<file path="src/rtl/patch_window_gen_if.sv">
// Command, configuration and beat-stream bundle for patch_window_gen.
// The master modport is the generator's view; slave is the controller/consumer's view.
interface patch_window_gen_if #(
  parameter int unsigned WIDTH  = 32,
  parameter int unsigned HEIGHT = 32,
  parameter int unsigned LANES  = 4,
  parameter int unsigned PMAX   = 7
);
  localparam int unsigned XW = $clog2(WIDTH) + 1;
  localparam int unsigned YW = $clog2(HEIGHT) + 1;
  localparam int unsigned SW = $clog2(PMAX + 1);

  logic                     start;
  logic                     abort;
  logic [SW-1:0]            patch_size;
  logic [SW-1:0]            stride;
  logic [XW-1:0]            image_width;
  logic [YW-1:0]            image_height;
  logic                     busy;
  logic                     out_valid;
  logic                     out_ready;
  logic [LANES*XW-1:0]      patch_x;
  logic [YW-1:0]            patch_y;
  logic [LANES-1:0]         lane_valid;
  logic [LANES*WIDTH-1:0]   x_therm;
  logic [HEIGHT-1:0]        y_therm;
  logic                     last;
  logic                     done;
  logic                     err;

  modport master (
    input  start, abort, patch_size, stride, image_width, image_height, out_ready,
    output busy, out_valid, patch_x, patch_y, lane_valid, x_therm, y_therm, last, done, err
  );

  modport slave (
    output start, abort, patch_size, stride, image_width, image_height, out_ready,
    input  busy, out_valid, patch_x, patch_y, lane_valid, x_therm, y_therm, last, done, err
  );
endinterface

</file>
<file path="src/rtl/patch_window_gen.sv">
// Row-major patch-position walker for the convolutional Tsetlin machine clause PEs:
// emits up to LANES adjacent patch positions per beat with coordinate thermometers.
module patch_window_gen #(
  parameter int unsigned WIDTH  = 32,
  parameter int unsigned HEIGHT = 32,
  parameter int unsigned LANES  = 4,
  parameter int unsigned PMAX   = 7
) (
  input  logic               clk,
  input  logic               rst,
  patch_window_gen_if.master bus
);
  localparam int unsigned XW = $clog2(WIDTH) + 1;
  localparam int unsigned YW = $clog2(HEIGHT) + 1;
  localparam int unsigned SW = $clog2(PMAX + 1);
  // Headroom so base + LANES*stride + patch never wraps, even for the largest encodable width.
  localparam int unsigned XA = $clog2((1 << XW) + (LANES + 1) * PMAX) + 1;
  localparam int unsigned YA = $clog2((1 << YW) + 2 * PMAX) + 1;

  typedef enum logic [1:0] {S_IDLE, S_RUN, S_FIN} state_e;

  state_e                 state_q, state_d;
  logic [SW-1:0]          p_q, p_d, s_q, s_d;
  logic [XW-1:0]          w_q, w_d;
  logic [YW-1:0]          h_q, h_d;
  logic [XA-1:0]          xb_q, xb_d;
  logic [YA-1:0]          y_q, y_d;
  logic                   busy_q, busy_d;
  logic                   valid_q, valid_d;
  logic                   err_q, err_d;
  logic                   done_q, done_d;
  logic                   last_q, row_end_q;
  logic [LANES*XW-1:0]    px_q, px_b;
  logic [YW-1:0]          py_q;
  logic [LANES-1:0]       lv_q, lv_b;
  logic [LANES*WIDTH-1:0] xt_q, xt_b;
  logic [HEIGHT-1:0]      yt_q, yt_b;
  logic                   last_b, row_end_b;
  logic                   load_beat, clr_beat, cfg_bad;
  logic [XA-1:0]          step, lane_off, lane_x;

  assign cfg_bad = (bus.patch_size == '0) || (bus.stride == '0) ||
                   (bus.patch_size > SW'(PMAX)) || (bus.stride > SW'(PMAX)) ||
                   (XA'(bus.patch_size) > XA'(bus.image_width)) ||
                   (YA'(bus.patch_size) > YA'(bus.image_height));

  assign step = XA'(s_q) * XA'(LANES);

  always_comb begin
    state_d   = state_q;
    p_d       = p_q;
    s_d       = s_q;
    w_d       = w_q;
    h_d       = h_q;
    xb_d      = xb_q;
    y_d       = y_q;
    busy_d    = busy_q;
    valid_d   = valid_q;
    err_d     = err_q;
    done_d    = 1'b0;
    load_beat = 1'b0;
    clr_beat  = 1'b0;
    unique case (state_q)
      S_IDLE: begin
        if (bus.start) begin
          if (cfg_bad) begin
            err_d   = 1'b1;
            done_d  = 1'b1;
            state_d = S_FIN;
          end else begin
            p_d       = bus.patch_size;
            s_d       = bus.stride;
            w_d       = bus.image_width;
            h_d       = bus.image_height;
            xb_d      = '0;
            y_d       = '0;
            err_d     = 1'b0;
            busy_d    = 1'b1;
            valid_d   = 1'b1;
            load_beat = 1'b1;
            state_d   = S_RUN;
          end
        end
      end
      S_RUN: begin
        if (bus.abort) begin
          state_d  = S_IDLE;
          busy_d   = 1'b0;
          valid_d  = 1'b0;
          clr_beat = 1'b1;
        end else if (valid_q && bus.out_ready) begin
          if (last_q) begin
            state_d  = S_FIN;
            busy_d   = 1'b0;
            valid_d  = 1'b0;
            done_d   = 1'b1;
            clr_beat = 1'b1;
          end else begin
            if (row_end_q) begin
              xb_d = '0;
              y_d  = y_q + YA'(s_q);
            end else begin
              xb_d = xb_q + step;
            end
            load_beat = 1'b1;
          end
        end
      end
      S_FIN:   state_d = S_IDLE;
      default: state_d = S_IDLE;
    endcase
  end

  // Beat contents are derived from the next-state position so they can be registered
  // in the same edge as the coordinates, keeping out_ready off every data path.
  always_comb begin
    px_b     = '0;
    lv_b     = '0;
    xt_b     = '0;
    yt_b     = '0;
    lane_off = '0;
    lane_x   = '0;
    for (int unsigned k = 0; k < LANES; k++) begin
      lane_x = xb_d + lane_off;
      if (lane_x + XA'(p_d) <= XA'(w_d)) begin
        lv_b[k]            = 1'b1;
        px_b[k*XW +: XW]   = lane_x[XW-1:0];
        for (int unsigned i = 0; i < WIDTH; i++) begin
          xt_b[k*WIDTH + i] = (XA'(i) < lane_x);
        end
      end
      lane_off = lane_off + XA'(s_d);
    end
    for (int unsigned i = 0; i < HEIGHT; i++) begin
      yt_b[i] = (YA'(i) < y_d);
    end
    row_end_b = (xb_d + lane_off + XA'(p_d)) > XA'(w_d);
    last_b    = row_end_b && ((y_d + YA'(s_d) + YA'(p_d)) > YA'(h_d));
  end

  always_ff @(posedge clk or posedge rst) begin
    if (rst) begin
      state_q   <= S_IDLE;
      p_q       <= '0;
      s_q       <= '0;
      w_q       <= '0;
      h_q       <= '0;
      xb_q      <= '0;
      y_q       <= '0;
      busy_q    <= 1'b0;
      valid_q   <= 1'b0;
      err_q     <= 1'b0;
      done_q    <= 1'b0;
      last_q    <= 1'b0;
      row_end_q <= 1'b0;
      px_q      <= '0;
      py_q      <= '0;
      lv_q      <= '0;
      xt_q      <= '0;
      yt_q      <= '0;
    end else begin
      state_q <= state_d;
      p_q     <= p_d;
      s_q     <= s_d;
      w_q     <= w_d;
      h_q     <= h_d;
      xb_q    <= xb_d;
      y_q     <= y_d;
      busy_q  <= busy_d;
      valid_q <= valid_d;
      err_q   <= err_d;
      done_q  <= done_d;
      if (load_beat) begin
        last_q    <= last_b;
        row_end_q <= row_end_b;
        px_q      <= px_b;
        py_q      <= y_d[YW-1:0];
        lv_q      <= lv_b;
        xt_q      <= xt_b;
        yt_q      <= yt_b;
      end else if (clr_beat) begin
        last_q    <= 1'b0;
        row_end_q <= 1'b0;
        px_q      <= '0;
        py_q      <= '0;
        lv_q      <= '0;
        xt_q      <= '0;
        yt_q      <= '0;
      end
    end
  end

  assign bus.busy       = busy_q;
  assign bus.out_valid  = valid_q;
  assign bus.patch_x    = px_q;
  assign bus.patch_y    = py_q;
  assign bus.lane_valid = lv_q;
  assign bus.x_therm    = xt_q;
  assign bus.y_therm    = yt_q;
  assign bus.last       = last_q;
  assign bus.done       = done_q;
  assign bus.err        = err_q;
endmodule
</file>
<file path="src/flat_wrapper.sv">
// flat-port wrapper written by rule: the top's interface ports become plain ports
module patch_window_gen_flat 
#(
  parameter int unsigned WIDTH  = 32,
  parameter int unsigned HEIGHT = 32,
  parameter int unsigned LANES  = 4,
  parameter int unsigned PMAX   = 7
)
  (clk, rst, bus_start, bus_abort, bus_patch_size, bus_stride, bus_image_width, bus_image_height, bus_out_ready, bus_busy, bus_out_valid, bus_patch_x, bus_patch_y, bus_lane_valid, bus_x_therm, bus_y_therm, bus_last, bus_done, bus_err);
  patch_window_gen_if #(.WIDTH(WIDTH), .HEIGHT(HEIGHT), .LANES(LANES), .PMAX(PMAX)) bus_i ();
  input  logic clk;
  input  logic rst;
  input wire logic [$bits(bus_i.start)-1:0] bus_start;
  input wire logic [$bits(bus_i.abort)-1:0] bus_abort;
  input wire logic [$bits(bus_i.patch_size)-1:0] bus_patch_size;
  input wire logic [$bits(bus_i.stride)-1:0] bus_stride;
  input wire logic [$bits(bus_i.image_width)-1:0] bus_image_width;
  input wire logic [$bits(bus_i.image_height)-1:0] bus_image_height;
  input wire logic [$bits(bus_i.out_ready)-1:0] bus_out_ready;
  output wire logic [$bits(bus_i.busy)-1:0] bus_busy;
  output wire logic [$bits(bus_i.out_valid)-1:0] bus_out_valid;
  output wire logic [$bits(bus_i.patch_x)-1:0] bus_patch_x;
  output wire logic [$bits(bus_i.patch_y)-1:0] bus_patch_y;
  output wire logic [$bits(bus_i.lane_valid)-1:0] bus_lane_valid;
  output wire logic [$bits(bus_i.x_therm)-1:0] bus_x_therm;
  output wire logic [$bits(bus_i.y_therm)-1:0] bus_y_therm;
  output wire logic [$bits(bus_i.last)-1:0] bus_last;
  output wire logic [$bits(bus_i.done)-1:0] bus_done;
  output wire logic [$bits(bus_i.err)-1:0] bus_err;
  assign bus_i.start = bus_start;
  assign bus_i.abort = bus_abort;
  assign bus_i.patch_size = bus_patch_size;
  assign bus_i.stride = bus_stride;
  assign bus_i.image_width = bus_image_width;
  assign bus_i.image_height = bus_image_height;
  assign bus_i.out_ready = bus_out_ready;
  assign bus_busy = bus_i.busy;
  assign bus_out_valid = bus_i.out_valid;
  assign bus_patch_x = bus_i.patch_x;
  assign bus_patch_y = bus_i.patch_y;
  assign bus_lane_valid = bus_i.lane_valid;
  assign bus_x_therm = bus_i.x_therm;
  assign bus_y_therm = bus_i.y_therm;
  assign bus_last = bus_i.last;
  assign bus_done = bus_i.done;
  assign bus_err = bus_i.err;
  patch_window_gen #(.WIDTH(WIDTH), .HEIGHT(HEIGHT), .LANES(LANES), .PMAX(PMAX)) u_core (.clk(clk), .rst(rst), .bus(bus_i));
endmodule
</file>
<file path="config.mk">
export PLATFORM = sky130hd
export DESIGN_NAME = patch_window_gen_flat
export DESIGN_NICKNAME = d
export VERILOG_FILES = /design/src/rtl/patch_window_gen_if.sv /design/src/rtl/patch_window_gen.sv /design/src/flat_wrapper.sv
export SDC_FILE = /design/constraint.sdc
export NUM_CORES = 1
export LEC_CHECK = 0
export BUFFER_PORTS_ARGS = -buffer_cell sky130_fd_sc_hd__clkbuf_2
export CELL_PAD_IN_SITES_DETAIL_PLACEMENT = 1
export CELL_PAD_IN_SITES_GLOBAL_PLACEMENT = 1
export CORE_UTILIZATION = 30
export CTS_CLUSTER_DIAMETER = 40
export CTS_CLUSTER_SIZE = 40
export DETAILED_ROUTE_END_ITERATION = 12
export PLACE_DENSITY_LB_ADDON = 0.1
export SYNTH_ARGS = -nofsm -noshare
export SYNTH_HDL_FRONTEND = slang
export SYNTH_SLANG_ARGS = --single-unit
</file>
<file path="constraint.sdc">
create_clock -name clk -period 6.75 [get_ports clk]
set_clock_uncertainty 0.1 [all_clocks]
set_input_delay 0.675 -clock clk [delete_from_list [all_inputs] [get_ports clk]]
set_output_delay 0.675 -clock clk [all_outputs]
set_load 0.005 [all_outputs]
</file>
After elaboration in Yosys (flattened, before gate mapping):

Index checks and enable logic that the tools add are counted.
Widths: inputs -> output; s select.

* add/subtract/negate cells: 16
* magnitude comparators: 170
* eq/ne operators: 5
* multiplexer cells: 77
* reductions and logical operators: 15

Operator list (count)
* $lt 5x8->1 const A: 80
* $lt 4x8->1 const A: 40
* $mux 128: 2
* $mux 32: 6
* $lt 3x8->1 const A: 20
* $mux 8: 12
* $add 8x3->8: 11
* $lt 1x8->1 const A: 10
* $lt 2x8->1 const A: 10
* $mux 6: 12
* $mux 24: 2
* $le 8x6->1: 4
* $pmux 8 s2: 2
* $add 8x8->8: 3
* $mux 1: 24
* $mux 3: 6
* $gt 8x6->1: 2
* $gt 3x6->1: 2
* $mux 2: 5
* $add 8x5->8: 1
* $mux 4: 2
* $gt 3x3->1 const B: 2
* $logic_not 3->1: 2
* $ne 3x2->1 const B: 2
* other kinds (12): 21

* flip-flop bits (word level): 235
* word-level logic and storage cells: 300

Logic depth before layout (Yosys ltp):

* word-level depth: 17
* mapped depth: 32
* depth with buffers taken out: 28

Worst setup path before layout:

Ideal clock, no wire load.

* path kind: input to register
* from: input bus_image_width[2]
* to: register u_core.xt_q[99], in the netlist u_core.bus.x_therm[99]
* library setup time: 0.076 ns
* arrival time: 7.222 ns
* required time: 6.574 ns
* path slack: -0.649 ns
* stages on the path: 31
* path buffers: 4
* path through: inv_1 ha_1 nor2b_1 a221oi_1 o21a_1 buf_2 nand2_1 clkbuf_1 mux2i_1 inv_1 ha_1 inv_1 fa_1 inv_1 ha_1 xnor2_1 clkinv_1 ha_1 a21oi_1 nor2_1 xnor2_1 ha_1 a21o_1 a211oi_1 o21ai_0 or2_1 a2111oi_0 a211oi_1 buf_2 buf_2 o21ai_1

* word-level cells in the longest chain between the ends: 13

Ends and longest elaborated chain
* start: declaration: RTL line flat_wrapper.sv:17 `input wire logic [$bits(bus_i.image_width)-1:0] bus_image_width;`
* $gt 3x6->1 (*): RTL line patch_window_gen.sv:44 `(XA'(bus.patch_size) > XA'(bus.image_width)) ||`
* $logic_or 1x1->1 (*): RTL line patch_window_gen.sv:43 `(bus.patch_size > SW'(PMAX)) || (bus.stride > SW'(PMAX)) ||`
* $logic_or 1x1->1 (*): RTL line patch_window_gen.sv:44
* $mux 3 (*): RTL line patch_window_gen.sv:66 `if (cfg_bad) begin`
* $mux 3 (*): RTL line patch_window_gen.sv:65 `if (bus.start) begin`
* $mux 3 (*): RTL line patch_window_gen.sv:63 `unique case (state_q)`
* net u_core.s_d[1]: RTL line patch_window_gen.sv:23 `logic [SW-1:0] p_q, p_d, s_q, s_d;`
* $add 3x3->4: RTL line patch_window_gen.sv:132 `lane_off = lane_off + XA'(s_d);`
* $add 8x3->8 (*): RTL line patch_window_gen.sv:132
* $add 8x8->8 (*): RTL line patch_window_gen.sv:124 `lane_x = xb_d + lane_off;`
* $add 8x3->8: RTL line patch_window_gen.sv:125 `if (lane_x + XA'(p_d) <= XA'(w_d)) begin`
* $le 8x6->1: RTL line patch_window_gen.sv:125
* $mux 32 (*): RTL line patch_window_gen.sv:125
* $mux 128 (*): RTL line patch_window_gen.sv:173 `if (load_beat) begin`
* end signal: assignment: RTL line patch_window_gen.sv:179 `xt_q <= xt_b;`
* end: declaration: RTL line patch_window_gen.sv:36 `logic [LANES*WIDTH-1:0] xt_q, xt_b;`

The timed path passes the listed nets; every way through them passes the cells marked *.
A chain may end at the register's enable or synchronous reset.

Worst setup path after layout:

* from: input bus_image_width[2]
* to: register u_core.xt_q[117], in the netlist u_core.bus.x_therm[117]

The elaborated chain is that of the path after synthesis.

==> flow_summary.toml <==
[status]
status = "finished clean"

[sta]
setup_violations = 0
finalHoldViolCount = 0
rsz0062_at_grt = "no"
worstMarginPinSlew_ns = 1.287
report.final.slew_viol_count = 0
setup_tns_ns = 0
clock.fmax_mhz = 160.5
timing.slew.headroom = 0.1419
min_period_over_period = 0.9229
whs_ns = 0.1070
post-route-min-period_ns = 6.230
setup_ws_ns = 0.5204

[grt]
antenna_found_initial = 1
grt_max_degree = 76
grt_pass1_wl_um = 77680
grt-ovfl-total = 0
grt_pass1_vias = 12982
grt.total_usage = 0.2156

[worst_setup_path]
critPathKind = "in2reg"
cp-end-kind = "flop"
cp_slowest_stage_delay_ns = 0.50
crit_family = "compound AO/OA/AOI/OAI gates"
cp.arrival_ns = 6.63
start_kind = "input port"
crit_fanout = 20
worstPathRequired_ns = 7.15
cp_num_buf_inv = 7
crit_slowest_cell = "a2111oi_4"

[synth]
synth.top_cell.area_share = 0.4335
syn_nets = 1571
synth.distinct_cells = 81
yosys_most_used_dff = "dfrtp_1"
synth_area_sq_um = 13570
ys_top_cells_by_area = "dfrtp_1 (43%), ha_1 (7.4%), nand2_1 (5.2%)"
async_flop_share = 1.000
ys_seq_area_frac = 0.4335
yosys_register_bits = 235
synth_compound_area_frac = 0.2203
muxShareOfSynthArea = 0.009685
synthSimpleGateAreaFrac = 0.1538
yosysTopAreaCell = "dfrtp_1"
syn-mean-instance-area_sq_um = 9.349
synth_fa_ha_area_frac = 0.09970
yosysWarnings = 0
synth_edf_count = 0
synth_xor_area_frac = 0.03293
synth_cells = 1451
synth_top_family_by_area = "compound AO/OA/AOI/OAI gates"

[clocking]
tritoncts = "done"
clk_path_buf_depth = 3
clockRootBuffer = "clkbuf_16"
clk_pin_slew_ns = 0.05
cts_buffers = 53
clock-sinks = 235
cts_hold_buf = 0
cts.htree.levels = 2
clock_latency_ns = 0.59

[floorplan]
dieWidth_um = 214.6
io_pins = 222
fp.coreArea_sq_um = 44410
rows = 77
dieHeight_um = 214.6
die_area_sq_um = 46070
initial_core_util = 0.3054

[finish]
nets = 1848
layout_common_cells = "dfrtp_1 (235), clkbuf_2 (221), nand2_1 (188)"
fill_cells = 5088
finalCoreUtilization = 0.4005
ff_latch_area_sq_um = 5881
syn_to_final_growth_pct = 31.13
diodes = 0
mostFrequentLayoutCell = "dfrtp_1"
instances_no_fill = 2364
layout-drive-gt1-share = 0.2556
fin_area_sq_um = 17790
multi_input_area_sq_um = 7129

[route]
via_per_inst = 5.192
totalWireLength_um = 49330
dr.pass1.iters = 5
num_vias = 12275
wl_per_cell_um = 20.87
route.detailed.drc = 0
ant_nets = 0
first_iter_violations = 729

[power_and_ir_drop]
p_leak_nw = 8.987
powerDensity_nw_per_um2 = 561.9
ir_drop_mv = 0.2393
p_total_mw = 9.994

[placed_design]
dp_hpwl_um = 35470
numPortBuffers = 221
dp.cells = 2262
dp_slack_ns = -0.3079
place.gp.congestion = 0.8471
placedInstanceArea_sq_um = 15760

[worst_hold_path]
hp-class = "in2async"

[job]
drv_cap = 0
[kinds of logic after synthesis]
family / Yosys count
muxes: 13
and+or+nand+nor: 451
xor gates and xnor gates: 51
buffers and inverters: 161
adders and majority gates: 98
DFF: 235
AOI/OAI and AO/OA: 442
[state kept, by name, indices dropped and copies added (netlist names), 4 cells and up]
| register | count |
|---|---|
| u_core.h_q | 6 |
| u_core.bus.patch_x | 24 |
| u_core.w_q | 6 |
| u_core.bus.patch_y | 6 |
| u_core.bus.x_therm | 128 |
| u_core.y_q | 8 |
| u_core.bus.y_therm | 32 |
| u_core.bus.lane_valid | 4 |
| u_core.xb_q | 8 |
[where the power goes]
group / switching (mW) / internal, mW
clock network: 0.896 / 1.96
logic: 3.07 / 2.03
registers: 0.260 / 1.78
total: 4.22 / 5.77
[routing by layer]
layer | routed length [um] | global-route usage | up-vias
li1 | - | - | 5758
met1 | 23440 | 0.2994 | 6200
met2 | 22770 | 0.3400 | 242
met3 | 2050 | 0.04241 | 73
met4 | 1054 | 0.05929 | 2
met5 | 13 | 0 | -
[path summary, 6_finish.rpt]
path | startpoint | endpoint | slack (ns) | cells past startpoint
setup / recovery | bus_image_width[2] | u_core.bus.x_therm[117] | 0.52 | 31
hold reg to reg | u_core.bus.y_therm[19] | u_core.bus.y_therm[19] | 0.37 | 2
hold / removal | rst | u_core.bus.lane_valid[1] | 0.11 | 2
setup reg to reg | u_core.state_q[0] | u_core.bus.x_therm[117] | 0.64 | 28
min in group clk | bus_image_height[0] | u_core.h_q[0] | 0.25 | 3
max in group asynchronous | rst | u_core.bus.x_therm[125] | 5.15 | 3
[timing repair]
action,CTS,global route
gates resized for setup,0,6
endpoints found under the setup margin,0,37
buffers inserted,0,2
[layout make-up]
cell class | count | area share
clock buffer | 63 | 0.07948
tap | 592 | 0.04164
timing repair buffer | 308 | 0.1003
multi-input combinational | 1056 | 0.4008
clock inverter | 36 | 0.03130
inverter | 74 | 0.01590
sequential | 235 | 0.3306
[synthesized netlist by cell type, drive strengths merged, types with 34 or more instances]
master,number
a21oi,79
a21o,35
inv,68
clkbuf,59
nand3,48
nor2,100
a22o,62
o31ai,34
xnor2,39
nand2,189
o21ai,130
ha,80
dfrtp,235
Power figures use the tool's default switching activity.
